## src/rtl/wallace_mul_arbiter.sv

```systemverilog
// Round-robin front end that time-shares one external combinational Wallace multiplier
// between two requesters, holding operands for a fixed settle window before sampling.
module wallace_mul_arbiter #(
  parameter int WIDTH   = 5,
  parameter int MUL_LAT = 2
) (
  input  logic                 clk,
  input  logic                 rst,
  input  logic                 req0_valid,
  output logic                 req0_ready,
  input  logic [WIDTH-1:0]     req0_a,
  input  logic [WIDTH-1:0]     req0_b,
  input  logic                 req1_valid,
  output logic                 req1_ready,
  input  logic [WIDTH-1:0]     req1_a,
  input  logic [WIDTH-1:0]     req1_b,
  output logic                 rsp_valid,
  input  logic                 rsp_ready,
  output logic                 rsp_id,
  output logic [2*WIDTH-1:0]   rsp_p,
  output logic [WIDTH-1:0]     mul_a,
  output logic [WIDTH-1:0]     mul_b,
  input  logic [2*WIDTH-1:0]   mul_p,
  output logic                 busy,
  output logic [1:0]           dbg_state
);

  // Handshakes: a transfer happens on a rising edge where valid and ready are both
  // high; valid never waits on ready, and the sender holds its payload until ready.

  typedef enum logic [1:0] {
    S_IDLE = 2'd0,
    S_EXEC = 2'd1,
    S_DONE = 2'd2
  } state_t;

  localparam logic [3:0] LAT_INIT = 4'(MUL_LAT);

  state_t               state_q, state_d;
  logic                 ptr_q, ptr_d;
  logic [3:0]           cnt_q, cnt_d;
  logic                 id_q, id_d;
  logic [2*WIDTH-1:0]   p_q, p_d;
  logic [WIDTH-1:0]     a_q, a_d;
  logic [WIDTH-1:0]     b_q, b_d;
  logic                 grant1;

  // ptr_q holds the last-served requester; requester 1 wins a tie only if 0 went last.
  assign grant1 = req1_valid & (~req0_valid | ~ptr_q);

  always_comb begin
    state_d    = state_q;
    ptr_d      = ptr_q;
    cnt_d      = cnt_q;
    id_d       = id_q;
    p_d        = p_q;
    a_d        = a_q;
    b_d        = b_q;
    req0_ready = 1'b0;
    req1_ready = 1'b0;
    case (state_q)
      S_IDLE: begin
        if (!rst && (req0_valid || req1_valid)) begin
          if (grant1) begin
            req1_ready = 1'b1;
            a_d        = req1_a;
            b_d        = req1_b;
          end else begin
            req0_ready = 1'b1;
            a_d        = req0_a;
            b_d        = req0_b;
          end
          id_d    = grant1;
          ptr_d   = grant1;
          cnt_d   = LAT_INIT;
          state_d = S_EXEC;
        end
      end
      S_EXEC: begin
        // The tree has settled once the counter reaches 1; capture on this edge.
        if (cnt_q <= 4'd1) begin
          p_d     = mul_p;
          state_d = S_DONE;
        end else begin
          cnt_d = cnt_q - 4'd1;
        end
      end
      S_DONE: begin
        if (rsp_ready) state_d = S_IDLE;
      end
      default: state_d = S_IDLE;
    endcase
  end

  always_ff @(posedge clk) begin
    if (rst) begin
      state_q <= S_IDLE;
      ptr_q   <= 1'b1;
      cnt_q   <= 4'd0;
      id_q    <= 1'b0;
      p_q     <= '0;
      a_q     <= '0;
      b_q     <= '0;
    end else begin
      state_q <= state_d;
      ptr_q   <= ptr_d;
      cnt_q   <= cnt_d;
      id_q    <= id_d;
      p_q     <= p_d;
      a_q     <= a_d;
      b_q     <= b_d;
    end
  end

  assign rsp_valid = (state_q == S_DONE);
  assign rsp_id    = id_q;
  assign rsp_p     = p_q;
  assign mul_a     = a_q;
  assign mul_b     = b_q;
  assign busy      = (state_q != S_IDLE);
  assign dbg_state = state_q;

endmodule

```

## config.mk

```make
export PLATFORM = sky130hd
export DESIGN_NAME = wallace_mul_arbiter
export DESIGN_NICKNAME = d
export VERILOG_FILES = /design/src/rtl/wallace_mul_arbiter.sv
export SDC_FILE = /design/constraint.sdc
export NUM_CORES = 1
export LEC_CHECK = 0
export CORE_MARGIN = 8
export CORE_UTILIZATION = 32
export CTS_BUF_LIST = sky130_fd_sc_hd__clkbuf_8 sky130_fd_sc_hd__clkbuf_16
export DETAILED_ROUTE_END_ITERATION = 16
export PLACE_DENSITY = 0.73
export SLEW_MARGIN = 20
export SYNTH_ARGS = -nofsm -noshare
export SYNTH_HDL_FRONTEND = slang
export SYNTH_SLANG_ARGS = --single-unit
```

## constraint.sdc

```tcl
create_clock -name clk -period 2 [get_ports clk]
set_input_delay 0.6 -clock clk [delete_from_list [all_inputs] [get_ports clk]]
set_output_delay 0.6 -clock clk [all_outputs]
set_load 0.02 [all_outputs]
```

==> results.py, run 1 <==
metrics = {
    "timing": {
        "rsz0062_at_grt": "true",
        "fin_crit_sh": 1.011,
        "maxSlewHeadroom": 0.6461,
        "slew_viol_final": 0,
        "fmax_mhz": 494.7,
        "finalHoldViolCount": 0,
        "fin_skew_ns": 0.001450,
        "fin_crit_ns": 2.021,
        "setup_ws_ns": -0.02137,
        "setup_violations": 1,
        "worst_pin_slew_ns": 0.5263,
    },
    "detailed_routing": {
        "drtAntennaViolNets": 0,
        "wl_per_cell_um": 13.62,
        "vias": 1205,
        "wl_met2_um": 1740,
        "highest_layer": "met4",
        "drtPass1Iterations": 4,
        "drc_errors": 0,
        "met1_length_um": 1418,
        "routed_wl_um": 3486,
        "routed-wl-met3_um": 291,
        "viasPerCell": 4.707,
        "drtIter0Drc": 61,
    },
    "die": {
        "die_x_um": 79.71,
        "initial_core_util": 0.3294,
        "die-area_sq_mm": 0.006353,
        "num_io_pins": 62,
        "rows": 23,
        "core_sq_mm": 0.003943,
        "die_height_um": 79.71,
    },
    "final_layout": {
        "nets": 244,
        "area_delta_synth_final_pct": 63.78,
        "utilization": 0.5395,
        "fillerInstances": 368,
        "finalInstanceArea_sq_mm": 0.002127,
        "seq_area_sq_um": 563.0,
        "layout-drive-gt1-share": 0.2379,
        "multiInputGateArea_sq_um": 674.4,
        "num_antenna_cells": 0,
    },
    "worst_setup_path": {
        "crit_buf_inv": 1,
        "worstPathCellList": "or2_4 > or3_4 > nor2_4 > buf_6",
        "path_max_fanout": 3,
        "required_ns": 1.40,
        "r2r_cells": 6,
        "r2r_slack_ns": 0.37,
        "cp.arrival_ns": 1.42,
        "start_kind": "flop",
        "crit_type": "flop to output port",
        "slowest_delay_ns": 0.35,
        "path_delay_family": "simple AND/OR/NAND/NOR gates",
        "crit-reg2reg-launch": "dbg_state[0]",
        "cp_slowest_cell": "or3_4",
        "reg2reg_to": "cnt_q[3]",
        "endpoint_kind": "output port",
    },
    "synth": {
        "syn_nets": 166,
        "synthArstFlopShare": 0,
        "netlist_instances": 129,
        "synth_common_cells": "dfxtp_1 (28), nor2_1 (26), mux2i_1 (20)",
        "synth_top_area_frac": 0.4316,
        "synth_area_sq_mm": 0.001299,
        "ys_ff_latch": 28,
        "synth_seq_area_share": 0.4316,
        "synth_cell_types": 29,
        "yosys_warnings": 0,
        "synth.most_common_cell": "dfxtp_1",
        "synth_edf_count": 0,
        "synth.avg_cell_area_sq_um": 10.07,
        "yosysTopAreaCell": "dfxtp_1",
        "netlist_top_cells_area": "dfxtp_1 (43%), mux2i_1 (15%), a211oi_2 (9.6%)",
        "synthFlopType": "dfxtp_1",
    },
    "hold_path": {
        "min_from": "ptr_q",
        "hold_depth": 2,
        "holdPathEnd": "ptr_q",
        "hold_class": "flop to flop",
    },
    "outcome": {
        "violations": "negative setup slack",
        "status": "finished with violations",
    },
    "cts": {
        "cts_tree": "built",
        "cts_buffers": 3,
        "clockBufferDepth": 2,
        "hold_buffers": 0,
        "cts_num_sinks": 28,
        "cts_root_buffer": "clkbuf_8",
        "clkTransAtPathRegs_ns": 0.09,
        "htree_levels": 1,
        "insertion_delay_ns": 0.27,
    },
    "place": {
        "place_ws_ns": -0.8094,
        "dpl_cell_area_sq_mm": 0.002054,
        "port-buffer-count": 61,
        "dpl.hpwl_um": 2805,
        "place.gp.congestion": 0.7507,
    },
    "grt": {
        "gr-total-overflow": 0,
        "grt_pass1_vias": 1235,
        "antenna_found_initial": 0,
        "grt_max_degree": 25,
        "grt_first_pass_wirelength_um": 5740,
        "track_usage": 0.1110,
    },
    "pwr": {
        "p_per_area_mw_per_mm2": 697.2,
        "p_leak_nw": 0.8572,
        "ir_worst_vdd_v": 0.0002961,
        "total_power_mw": 1.483,
    },
    "job": {
        "maxCapViolCount": 0,
    },
}
logic make-up (layout without fill, tap and decap cells):
logic type | Yosys count | count (layout) | share of synthesized area
and+or+nand+nor | 40 | 40 | 0.1571
DFF | 28 | 28 | 0.4316
AOI/OAI and AO/OA | 24 | 24 | 0.1734
muxes | 20 | 20 | 0.1541
buffers and inverters | 15 | 92 | 0.06455
adders and majority gates | 2 | 2 | 0.01926
layout by cell type, fill, tap and decap left out, drive strengths merged, types with 2 or more instances in the layout:
cell type / n
clkdlybuf4s50: 53
dfxtp: 28
nor2: 26
buf: 24
mux2i: 20
a211oi: 11
inv: 7
clkbuf: 5
a21oi: 4
nand2: 3
o2111ai: 3
o31ai: 2
nand3: 2
ha: 2
dlygate4sd2: 2
or2: 2
layout make-up:
type | instances | area share
flip-flops and latches | 28 | 0.2647
clock buffers | 4 | 0.02588
inverters | 7 | 0.01235
well taps | 50 | 0.02941
multi-input cells | 86 | 0.3171
repair buffers | 81 | 0.3506
tightest hold or removal path: stages, from the launching register on:
cell and delay [ns]:
dfxtp_1 0.32, inv_1 0.05, a21oi_1 0.05
power breakdown:
group / total, mW / switching, mW / internal (mW)
clock network: 0.350 / 0.173 / 0.176
registers: 0.636 / 0.0277 / 0.608
logic: 0.498 / 0.233 / 0.265
total: 1.48 / 0.434 / 1.05
metal layers:
layer / up-vias / global-route usage
met1: 562 / 0.1281
met3: 5 / 0.04617
li1: 603 / -
met2: 35 / 0.1817
met4: 0 / 0.03333
met5: - / 0
state kept, by name, summed over array words and instances, names as in the netlist:
name,flops
rsp_p,10
mul_a,5
mul_b,5
cnt_q,4
dbg_state,2
ptr_q,1
rsp_id,1
worst max path at each step:
stage	depth (start not counted)	startpoint	slack [ns]	to
global placement	5	req0_valid	-0.78	req0_ready
CTS	4	dbg_state[0]	-0.09	req0_ready
detailed placement	5	req1_valid	-0.81	req0_ready
floorplan	3	req1_valid	0.01	req1_ready
global route	4	dbg_state[0]	-0.08	req0_ready
finish	4	dbg_state[0]	-0.02	req0_ready
metrics by stage:
| step | hold slack, ns | cells | TNS [ns] |
|---|---|---|---|
| final | 0.4542 | 256 | -0.02137 |
| after global placement | 0.4389 | 249 | -2.277 |
| after floorplan | 0.4258 | 129 | 0 |
| after detailed placement | 0.4317 | 249 | -3.030 |
| after global routing | 0.4917 | 256 | -0.1322 |
| after CTS | 0.4482 | 256 | -0.1406 |
what timing repair did:
action,4_1_cts,5_1_grt
gates resized for setup,26,6
pin swaps,5,3
setup buffers,3,0
hold endpoints to repair,0,0
endpoints found under the setup margin,4,3
Power figures use the tool's default switching activity.
==> inputs of run 2 (changes only) <==
Settings changed: CTS_BUF_LIST sky130_fd_sc_hd__clkbuf_8 sky130_fd_sc_hd__clkbuf_16 to not set.
==> results of run 2 <==
Same layout as run 1: the final DEF is identical, and so are final timing and power.
